--- src/rtl/serial_adder_pkg.sv ---
// Shared definitions for the bit-serial adder: FSM state encoding and WIDTH bounds.
package serial_adder_pkg;

  typedef enum logic [1:0] {
    ST_IDLE = 2'd0,
    ST_RUN  = 2'd1,
    ST_DONE = 2'd2
  } state_t;

  localparam int WIDTH_MIN = 2;
  localparam int WIDTH_MAX = 32;

  function automatic bit width_is_legal(input int w);
    return (w >= WIDTH_MIN) && (w <= WIDTH_MAX);
  endfunction

endpackage

--- src/rtl/bit_adder_cell.sv ---
// Combinational one-bit full-adder slice reused every cycle by serial_adder.
module bit_adder_cell (
  input  logic x,
  input  logic y,
  input  logic ci,
  output logic s,
  output logic co
);

  assign s  = x ^ y ^ ci;
  assign co = (x & y) | (x & ci) | (y & ci);

endmodule

--- src/rtl/serial_adder.sv ---
// Bit-serial WIDTH-bit adder: one full-adder slice plus carry flop, LSB first.
// Optional signed-overflow output enabled by defining SERIAL_ADDER_OVF_EN.
//
// state   | meaning
// IDLE    | waiting for an operand bundle, in_ready high
// RUN     | one sum bit per clock through the slice
// DONE    | result presented, waiting for out_ready
module serial_adder
  import serial_adder_pkg::*;
#(
  parameter int WIDTH = 8
) (
  input  logic             clk,
  input  logic             rst,
  input  logic             in_valid,
  output logic             in_ready,
  input  logic [WIDTH-1:0] a,
  input  logic [WIDTH-1:0] b,
  input  logic             cin,
  output logic             out_valid,
  input  logic             out_ready,
  output logic [WIDTH-1:0] sum,
  output logic             cout,
  output logic             busy
`ifdef SERIAL_ADDER_OVF_EN
  ,
  output logic             ovf
`endif
);

  localparam int CNT_W = $clog2(WIDTH);
  localparam logic [CNT_W-1:0] CNT_LAST = CNT_W'(WIDTH - 1);
  localparam logic [CNT_W-1:0] CNT_ONE  = CNT_W'(1);

  if (!width_is_legal(WIDTH)) begin : g_bad_width
    $error("serial_adder: WIDTH out of range 2..32");
  end

  state_t           r_state;
  state_t           w_state_nxt;
  logic [WIDTH-1:0] r_a_sh;
  logic [WIDTH-1:0] r_b_sh;
  logic [WIDTH-1:0] r_sum;
  logic             r_carry;
  logic             r_cout;
  logic [CNT_W-1:0] r_cnt;

  logic w_s;
  logic w_co;
  logic w_accept;
  logic w_run;
  logic w_last;

  bit_adder_cell u_cell (
    .x  (r_a_sh[0]),
    .y  (r_b_sh[0]),
    .ci (r_carry),
    .s  (w_s),
    .co (w_co)
  );

  assign w_accept = in_valid && (r_state == ST_IDLE);
  assign w_run    = (r_state == ST_RUN);
  assign w_last   = w_run && (r_cnt == CNT_LAST);

  // Handshake outputs decode the registered state only.
  assign in_ready  = (r_state == ST_IDLE);
  assign out_valid = (r_state == ST_DONE);
  assign busy      = (r_state != ST_IDLE);
  assign sum       = r_sum;
  assign cout      = r_cout;

  always_ff @(posedge clk or posedge rst) begin
    if (rst) begin
      r_state <= ST_IDLE;
    end else begin
      r_state <= w_state_nxt;
    end
  end

  always_comb begin
    w_state_nxt = r_state;
    case (r_state)
      ST_IDLE: if (in_valid)  w_state_nxt = ST_RUN;
      ST_RUN:  if (w_last)    w_state_nxt = ST_DONE;
      ST_DONE: if (out_ready) w_state_nxt = ST_IDLE;
      default:                w_state_nxt = ST_IDLE;
    endcase
  end

  always_ff @(posedge clk or posedge rst) begin
    if (rst) begin
      r_a_sh  <= '0;
      r_b_sh  <= '0;
      r_sum   <= '0;
      r_carry <= 1'b0;
      r_cout  <= 1'b0;
      r_cnt   <= '0;
    end else if (w_accept) begin
      r_a_sh  <= a;
      r_b_sh  <= b;
      r_carry <= cin;
      r_cnt   <= '0;
      r_sum   <= '0;
    end else if (w_run) begin
      r_sum   <= {w_s, r_sum[WIDTH-1:1]};
      r_carry <= w_co;
      r_a_sh  <= {1'b0, r_a_sh[WIDTH-1:1]};
      r_b_sh  <= {1'b0, r_b_sh[WIDTH-1:1]};
      r_cnt   <= r_cnt + CNT_ONE;
      if (w_last) begin
        r_cout <= w_co;
      end
    end
  end

`ifdef SERIAL_ADDER_OVF_EN
  logic r_ovf;

  // On the last bit r_carry is the carry into the MSB.
  always_ff @(posedge clk or posedge rst) begin
    if (rst) begin
      r_ovf <= 1'b0;
    end else if (w_last) begin
      r_ovf <= r_carry ^ w_co;
    end
  end

  assign ovf = r_ovf;
`endif

endmodule

--- config.mk ---
export PLATFORM = sky130hd
export DESIGN_NAME = serial_adder
export DESIGN_NICKNAME = d
export VERILOG_FILES = /design/src/rtl/serial_adder_pkg.sv /design/src/rtl/bit_adder_cell.sv /design/src/rtl/serial_adder.sv
export SDC_FILE = /design/constraint.sdc
export NUM_CORES = 1
export LEC_CHECK = 0
export CAP_MARGIN = 20
export CORE_MARGIN = 4
export CORE_UTILIZATION = 42
export CTS_CLUSTER_SIZE = 40
export DETAILED_ROUTE_END_ITERATION = 7
export GPL_ROUTABILITY_DRIVEN = 1
export PLACE_DENSITY = 0.72
export SETUP_SLACK_MARGIN = 0.02
export SLEW_MARGIN = 5
export SYNTH_ARGS = -nofsm -noshare
export SYNTH_HDL_FRONTEND = slang
export SYNTH_SLANG_ARGS = --single-unit
--- constraint.sdc ---
create_clock -name clk -period 1.2 [get_ports clk]
set_clock_uncertainty 0.05 [all_clocks]
set_input_delay 0.24 -clock clk [delete_from_list [all_inputs] [get_ports clk]]
set_output_delay 0.24 -clock clk [all_outputs]
set_load 0.01 [all_outputs]
# Word level (Yosys, flattened, before mapping)
# Index checks and enable logic that the tools add are counted.
# op_classes
n_bitwise	8
add_sub_neg	1
n_eq_ne	6
muxes	14
reduce_logical	7
# ops
op	n
$mux 8	6
$mux 2	3
$mux 3	2
$pmux 2 s3	1
$reduce_and 3->1	2
$ne 2x1->1 const B	2
$reduce_bool 2->1	2
$add 3x1->3 const B	1
$and 1x1->1	3
$eq 3x3->1 const B	1
$eq 2x1->1 const B	1
$eq 2x2->1 const B	1
$logic_and 1x1->1	2
$logic_not 2->1	1
$mux 1	2
$ne 2x2->1 const B	1
$or 1x1->1	2
$xor 1x1->1	2
$not 1->1	1
# word_totals
out_inout_bits	12
wordCells	43
ff_bits	31

# Depth between registers and ports, before layout
# depth
word_depth	5
depth_mapped	6
ltp_nobuf	5

# Modules after synthesis
# A second synthesis with hierarchy kept.
# unflattened
hier_cells	135
hier_area_um2	1531.5
# by_module_without_submodules
mod	cells_each	n_inst	seq_area_each_um2	area_per_inst_um2
serial_adder	134	1	775.7	1511.4
bit_adder_cell	1	1	0.0	20.0

# Worst setup path after synthesis
# OpenSTA, ideal clock, no wires.
# synth_path
kind	register -> register
startpoint	reg r_cnt[0]
endpoint	reg r_cout (netlist: cout)
required_time_ns	1.023
setup_ns	0.127
slack_ns	-0.097
stages_incl_launch_ff	5
period_less_slack_ns	1.297
arrival_time_ns	1.120
path_buffers	0
cell_sequence	dfrtp_1 > ha_1 > ha_1 > nand2_1 > mux2_1
# synth_via
elab_chain_len	3
# synth_rtl
element	line_no	rtl
from (decl)	serial_adder.sv:46	logic [CNT_W-1:0] r_cnt;
from (signal assigned)	serial_adder.sv:110	r_cnt <= r_cnt + CNT_ONE;
$eq 3x3->1	serial_adder.sv:64	assign w_last = w_run && (r_cnt == CNT_LAST);
$logic_and 1x1->1	serial_adder.sv:64	
$reduce_and 3->1 (no line)	n/a	
to (signal assigned)	serial_adder.sv:112	r_cout <= w_co;
to (decl)	serial_adder.sv:45	logic r_cout;
# Every way passes these cells.
# A chain may end at the register's enable or synchronous reset.

# Worst setup path in the final report
# layout_path
startpoint	reg r_state[0]
endpoint	reg r_a_sh[0]
# layout_via
elab_chain_len	3
word_cells_on_any_way	5
classes_between	1 x eq/ne; 1 x mux; 3 x reduce/logical
# layout_rtl
element	line_no	rtl
from (decl)	serial_adder.sv:39	state_t r_state;
from (signal assigned)	serial_adder.sv:77	r_state <= w_state_nxt;
$logic_not 2->1	serial_adder.sv:62	assign w_accept = in_valid && (r_state == ST_IDLE);
$logic_and 1x1->1	serial_adder.sv:62	
$mux 8 / $reduce_bool 2->1 (equally long branches)	n/a	
to (signal assigned)	serial_adder.sv:108	r_a_sh <= {1'b0, r_a_sh[WIDTH-1:1]};
to (decl)	serial_adder.sv:41	logic [WIDTH-1:0] r_a_sh;
# Parallel ways exist; a longest one is shown, timed or not.

==> impl_metrics.py <==
metrics = {
    "sta": {
        "worst-slew-pin-transition_ns": 0.467,
        "fin_crit_sh_pct": 133,
        "finalHoldViolCount": 0,
        "fin_ws_ns": -0.396,
        "fmax_mhz": 627,
        "setup_viol": 31,
        "slew_violations": 0,
        "relSlewSlack_pct": 68.8,
        "rsz0062_at_grt": "yes",
        "period_needed_ns": 1.60,
        "fin_tns_setup_ns": -6.17,
        "holdWs_ns": 0.183,
    },
    "setup_path": {
        "slowest_delay_ns": 0.45,
        "worst-path-max-fanout": 8,
        "critPathKind": "flop to flop",
        "r2r_cells": 6,
        "critical_path.most_common_cell": "buf_12",
        "start_kind": "flop",
        "r2r_slack_ns": -0.40,
        "cp_top_family": "simple AND/OR/NAND/NOR gates",
        "path_cells": "buf_6 > buf_12 > nand2b_4 > buf_12 > o22ai_1 > nor3_1",
        "worstSetupEndpointType": "flop",
        "worstPathArrival_ns": 1.76,
        "slowest_stage": "dfrtp_2",
        "crit-reg2reg-capture": "r_a_sh[0]$_DFFE_PP0P_",
        "critPathBufInv": 3,
        "cp.required_ns": 1.37,
        "r2r_start": "r_state[0]$_DFFE_PP0P_",
    },
    "cells_and_area": {
        "fillers": 157,
        "regArea_um2": 778,
        "syn2layout_area_growth_pct": 90.3,
        "fin_nets": 239,
        "fin_cells": 262,
        "final_util_pct": 83.6,
        "drive_gt1_share_pct": 63.0,
        "multi_input_area_mm2": 0.00106,
        "n_antenna_cell": 0,
    },
    "global_route": {
        "antenna_found_initial": 0,
        "grt_pass1_vias": 1501,
        "grt_max_degree": 32,
        "grtUsageTotal_pct": 22.7,
        "grt_pass1_wl_mm": 7.56,
        "grt_overflow": 0,
    },
    "synthesis": {
        "synth_area_leader_cell": "dfrtp_1",
        "syn_area_mm2": 0.00149,
        "synth_flop_cell": "dfrtp_1",
        "yosys-top-cells-area": "dfrtp_1, nor3_1, o22ai_1",
        "ys_ff_latch": 31,
        "synth.most_common_cell": "dfrtp_1",
        "syn_inst": 140,
        "async_flop_share_pct": 100,
        "seq_area_frac_synth_pct": 52.1,
        "netlist_top_cells_count": "dfrtp_1, nor3_1, o22ai_1",
        "synth_top_area_share_pct": 52.1,
        "avgSynthCellArea_um2": 10.6,
        "yosysUniqueCellTypes": 25,
        "ys_warn_count": 0,
        "synth_edf_count": 0,
        "syn-num-nets": 164,
    },
    "job": {
        "maxCapViolCount": 0,
    },
    "power": {
        "netSwitchingFraction_pct": 39.4,
        "pwr-share-clk_pct": 12.3,
        "p_int_uw": 4330,
        "pwr-share-seq_pct": 28.9,
        "p_leak_uw": 0.00121,
        "pwr-share-comb_pct": 58.8,
        "power.density_mw_per_mm2": 2520,
        "switching_power_uw": 2810,
        "vdd_drop_max_mv": 1.32,
    },
    "clocking": {
        "clk_path_buf_depth": 2,
        "cts_hold_buf": 0,
        "clock_sink_count": 31,
        "cts_buffers": 5,
        "path_clk_slew_ns": 0.11,
        "cts-root-buf": "clkbuf_4",
        "htreeDepth": 2,
        "clk_latency_ns": 0.34,
        "cts_tree": "yes",
    },
    "routing": {
        "drt_wl_total_mm": 5.56,
        "initialDrtViolationCount": 125,
        "remaining_drc_errors": 0,
        "routed_via_density": 5.85,
        "antenna_left": 0,
        "drt_pass1_iterations": 4,
        "vias": 1533,
        "wl_per_cell_um": 21.2,
    },
    "worst_hold_path": {
        "hold_path.class": "primary input to async pin",
    },
    "placement": {
        "gp_congestion": 0.830,
        "dp_hpwl_mm": 2.39,
        "pre_cts_ws_ns": -0.399,
        "portBuffers": 32,
        "dp.cells": 227,
    },
    "status": {
        "status": "finished with violations",
        "violations": "negative setup slack",
    },
    "floorplan": {
        "die_area_mm2": 0.00456,
        "io_pins": 33,
        "start_util_pct": 43.9,
        "core.rowCount": 21,
        "core_region_area_mm2": 0.00339,
        "die_height_um": 67.5,
        "die_w_um": 67.5,
    },
}
[cell usage in the layout, fill, tap and decap left out, types with 2 or more instances in the layout]
master           instances
a22o_1                  10
nor2_1                   4
o22ai_4                  4
or2_4                    2
nor3_2                  13
inv_1                    2
clkdlybuf4s50_1         19
o22ai_1                  4
dfrtp_1                 29
buf_8                    2
nor3_1                   7
buf_6                   21
o21ai_1                  2
buf_12                   5
nor3_4                  16
dfrtp_2                  2
o22ai_2                  7
nor2b_4                  2
nand2_2                  3
nand2b_4                 2
nor2_4                   2
o32ai_4                  2
buf_4                   21
buf_2                   10
clkbuf_4                 5
o21ai_2                  3
[layer usage]
layer  GRT usage (%)  up-vias  wire length, um
li1                -      676                -
met3            6.32       17              373
met4            8.35        0              123
met1            26.8      767             2130
met2            39.2       73             2940
met5               0        -                0
[cell families (layout without fill, tap and decap cells)]
| logic type | Yosys count | count (layout) | synth area share, % |
|---|---|---|---|
| and+or+nand+nor | 52 | 52 | 19.8 |
| muxes | 2 | 2 | 1.43 |
| buffers and inverters | 17 | 93 | 6.97 |
| AOI/OAI and AO/OA | 35 | 35 | 16.6 |
| DFF | 31 | 31 | 52.1 |
| adders and majority gates | 3 | 3 | 3.02 |
[stage by stage]
stage               total power [uW]  cell area (um^2)
floorplan                       3500              1600
global placement                4380              2080
detailed placement              4510              2080
CTS                             6180              2470
global route                    7480              2830
finish                          7150              2830
[flip-flops by register name, summed over array words and instances, names as in the netlist]
register  count
r_a_sh        8
r_cnt         3
sum           8
r_carry       1
r_b_sh        8
cout          1
r_state       2
[power groups by stage]
| stage | clock, uW | sequential [uW] | combinational, uW |
|---|---|---|---|
| after detailed placement | 0 | 1910 | 2600 |
| after global placement | 0 | 1880 | 2500 |
| after global routing | 924 | 2100 | 4450 |
| after floorplan | 0 | 1930 | 1570 |
| final | 876 | 2070 | 4200 |
| after CTS | 872 | 1930 | 3380 |
[layout make-up]
| class | instances | area share, % |
|---|---|---|
| sequential | 31 | 27.5 |
| clock buffer | 6 | 1.81 |
| inverter | 4 | 0.618 |
| clock inverter | 2 | 1.24 |
| multi-input combinational | 92 | 37.6 |
| tap | 46 | 2.03 |
| timing repair buffer | 81 | 29.3 |
[repair_timing]
action                     CTS  global route
gates cloned                 4             1
resized for setup           94            65
setup endpoints to repair   41            38
pin swaps                   23            26
setup buffers               12            12
[how the worst max path moves through the flow]
stage / from / to / slack (ns) / cells past startpoint
global placement: in_valid / r_b_sh[5]$_DFFE_PP0P_ / -0.32 / 5
detailed placement: in_valid / r_a_sh[0]$_DFFE_PP0P_ / -0.40 / 5
CTS: r_state[1]$_DFFE_PP0P_ / busy / -0.25 / 2
global route: r_state[0]$_DFFE_PP0P_ / r_a_sh[0]$_DFFE_PP0P_ / -0.38 / 6
finish: r_state[0]$_DFFE_PP0P_ / r_a_sh[0]$_DFFE_PP0P_ / -0.40 / 6
floorplan: r_cnt[0]$_DFFE_PP0P_ / cout$_DFFE_PP0P_ / -0.03 / 4
[worst register-to-register path: cells and delay by family, from the launching register on]
kind / cells / cell delay [ns]
AOI/OAI and AO/OA: 1 / 0.08
buffers and inverters: 3 / 0.42
DFF: 1 / 0.45
and+or+nand+nor: 2 / 0.46
No activity file was read; power rests on OpenSTA's default activity.
==> edit 1 (same flow settings) <==
The option `SERIAL_ADDER_OVF_EN` is turned on by a define.
--- a/src/rtl/serial_adder.sv
+++ b/src/rtl/serial_adder.sv
@@ -6,4 +6,6 @@
 // RUN     | one sum bit per clock through the slice
 // DONE    | result presented, waiting for out_ready
+`define SERIAL_ADDER_OVF_EN
+
 module serial_adder
   import serial_adder_pkg::*;
Function (old outputs only; new: ovf): kept (Yosys induction, for registers that start in step).
==> edit 1 against the unedited design <==
The run still ends with negative setup slack left; setup slack improved by 0.19 ns; total power decreased by 13%; non-clock buffer count decreased by 9; clock power decreased by 12%; design area decreased by 9.0%; die area increased by 5.7%; sequential power decreased by 5%; routed wire length decreased by 25%; sequential cell count increased by 1; sequential share of layout area increased by 3.6 points; synthesized area increased by 6.5%.
==> edit 1: results (changes against the unedited design) <==
Parameter                              Value

Power and ir drop
  Maximum VDD drop    1.16 mV (-12%)
  Proportion of power drawn by the clock network    12.5% (+0.2 points)
  Comb power    3.45 mW (-18%)
  Sw Share    37.3% (-2.1 points)

Final layout
  Area share of buffers outside the clock network    26.3% (-3.0 points)
  Inverter count    3 (-1)
  Share of final-layout standard cells stronger than drive strength 1    56.1% (-6.9 points)
  Fillers    272 (+73%)
  Multi-Input Combinational    91 (-1.1%)

Critical path
  Launching point of the worst reg2reg path    r_carry
  Critical path's largest stage delay    0.41 ns (-0.04 ns)
  Endpoint arrival time on the critical path    1.53 ns (-0.23 ns)

Outcome
  Outcome    finished with violations
  Failing checks    negative setup slack

GRT
  Met2 Track Usage GR    29.1% (-10 points)
  Vias in the first global route    1432 (-4.6%)
  First-pass GRT wire length    6910 µm (-8.6%)
  Routing usage on met3    5.80% (-0.53 points)

Synth
  Commonest cells in the netlist    32 x sky130_fd_sc_hd__dfrtp_1, 18 x sky130_fd_sc_hd__nor3_2, 12 x sky130_fd_sc_hd__o22ai_1
  Register bit total from synthesis    32 (+3.2%)
  Syn_nets    161 (-1.8%)

Drt
  WL met2    2120 µm (-28%)
  Length of routed met3 wiring    182 µm (-51%)

STA
  Post-route setup TNS    -4.48 ns (+1.68 ns)
  Pin slew with the least headroom to its limit    0.439 ns (-0.0281 ns)
  Post-route setup slack    -0.205 ns (+0.191 ns)
  Final-report setup violation count    34 (+9.7%)

Clock tree
  Clock-pin slew on the worst setup and hold paths    0.06 ns (-0.05 ns)
edit 1: cell count changes after synthesis, moves of 2 or more:
cell	unedited run	this run
sky130_fd_sc_hd__nor2_1	6	8
sky130_fd_sc_hd__nor3_1	30	9
sky130_fd_sc_hd__o21ai_0	5	2
sky130_fd_sc_hd__o21ai_1	0	3
sky130_fd_sc_hd__buf_6	3	1
sky130_fd_sc_hd__buf_2	8	6
sky130_fd_sc_hd__nor3_2	6	18
sky130_fd_sc_hd__clkbuf_1	0	2
sky130_fd_sc_hd__o22ai_2	0	3
sky130_fd_sc_hd__o32ai_1	3	6
sky130_fd_sc_hd__o22ai_1	15	12
edit 1: worst min-delay path by stage:
stage | endpoint | startpoint | depth (start not counted) | slack (ns)
final | sum[7] | rst | 3 | 0.26
after global routing | sum[3] | rst | 3 | 0.28
after CTS | sum[7] | rst | 3 | 0.27
after detailed placement | cout | cout | 1 | 0.43
after global placement | cout | cout | 1 | 0.43
after floorplan | r_state[1] | out_ready | 1 | 0.27
edit 1: per-stage QoR:
stage / total power, mW / util (%) / std cells / hold slack [ns]
floorplan: 3.51 / - / 137 / 0.269
global placement: 4.48 / 58.7 / 232 / 0.432
detailed placement: 4.62 / 58.7 / 232 / 0.434
CTS: 6.10 / 69.1 / 251 / 0.266
global route: 6.58 / 70.4 / 253 / 0.278
finish: 6.19 / 70.4 / 253 / 0.256
edit 1: kinds of logic after synthesis:
group | synth area share (%)
and+or+nand+nor | 19.9
AOI/OAI and AO/OA | 19.1
DFF | 50.5
buffers and inverters | 5.68
adders and majority gates | 2.84
muxes | 1.42
xor gates and xnor gates | 0.553
edit 1: repair_timing:
action	4_1_cts	5_1_grt
gates cloned	4	0
pin swaps	30	10
setup endpoints to repair	45	35
buffers inserted	9	4
resized for setup	110	11
==> edit 2 (same settings) <==
Without the edit above. The 3 states of `state_t` get a one-hot encoding in 3 bits.
--- a/src/rtl/serial_adder_pkg.sv
+++ b/src/rtl/serial_adder_pkg.sv
@@ -2,8 +2,8 @@
 package serial_adder_pkg;
 
-  typedef enum logic [1:0] {
-    ST_IDLE = 2'd0,
-    ST_RUN  = 2'd1,
-    ST_DONE = 2'd2
+  typedef enum logic [2:0] {
+    ST_IDLE = 3'b001,
+    ST_RUN  = 3'b010,
+    ST_DONE = 3'b100
   } state_t;
 
Behaviour: same outputs for any inputs over 10 cycles, from zero or initial values and one cycle with rst high; not proved beyond that.
==> edit 2 against the unedited design <==
The run still ends with negative setup slack left; design area shrank 19%; die area down 4.8%; routed wire length fell by 31%; synthesized area decreased by 5.4%; via count fell by 21%; critical path depth up 1; global-route usage fell by 2.7 points; total power is 27% lower; sequential share of layout area is 7.7 points higher; sequential cell count grew 1; hold slack lost 0.015 ns; setup slack lost 0.012 ns; critical path type unchanged.
==> edit 2: results (changes against the unedited design) <==
Parameter                              Value

Outcome
  Outcome    finished with violations
  Failing checks    negative setup slack

Critical path
  Crit-path max FO    5 (-3)
  Crit path max-delay family    buffers and inverters
  Critical path's largest stage delay    0.39 ns (-0.06 ns)
  Cell with the largest stage delay on the worst path    sky130_fd_sc_hd__dfstp_2

Synth
  Compound-gate portion of the synthesized area    24.2% (+7.6 points)
  Sequential element share of the synthesized area    56.9% (+4.8 points)
  Cell variety after synth    26 (+4.0%)
  Commonest cells in the netlist    31 x sky130_fd_sc_hd__dfrtp_1, 22 x sky130_fd_sc_hd__a22o_1, 13 x sky130_fd_sc_hd__a21o_1
  Adder and majority cell fraction of the synthesized area    3.20% (+0.17 points)
  Syn_nets    134 (-18%)

Final layout
  Share of final-layout standard cells stronger than drive strength 1    43.3% (-20 points)
  Final cell count without fillers    224 (-15%)
  Fillers    218 (+39%)

Power and ir drop
  Cell leakage power    1.18 nW (-2.8%)
  Maximum VDD drop    1.18 mV (-10%)
  Sw Share    32.5% (-6.9 points)

Drt
  WL met2    2040 µm (-31%)

STA
  Post-route setup slack    -0.408 ns (-0.0125 ns)
  Final-report setup violation count    35 (+13%)
  Pin slew with the least headroom to its limit    0.269 ns (-0.198 ns)
  Post-route setup TNS    -12.17 ns (-6.00 ns)

Place
  Placer congestion estimate    0.811 (-2.2%)
  Placed cells    198 (-13%)
-- edit 2: changes by cell type in the layout (fill, tap and decap cells not counted), moves of 4 or more --
cell | before | now
sky130_fd_sc_hd__o22ai_2 | 7 | 0
sky130_fd_sc_hd__o22ai_4 | 4 | 0
sky130_fd_sc_hd__nor3_1 | 7 | 0
sky130_fd_sc_hd__nor3_2 | 13 | 2
sky130_fd_sc_hd__nor3_4 | 16 | 1
sky130_fd_sc_hd__o22ai_1 | 4 | 0
sky130_fd_sc_hd__a21o_1 | 0 | 13
sky130_fd_sc_hd__a22o_1 | 10 | 22
sky130_fd_sc_hd__inv_1 | 2 | 6
sky130_fd_sc_hd__buf_6 | 21 | 13
-- edit 2: final cells by class --
cell class	count	area (µm²)	area share, %
clock buffers	7	65.1	2.84
repair buffers	70	712	31.1
multi-input cells	64	599	26.2
well taps	44	55.1	2.41
flip-flops and latches	32	803	35.1
inverters	6	22.5	0.985
clock inverters	1	30.0	1.31
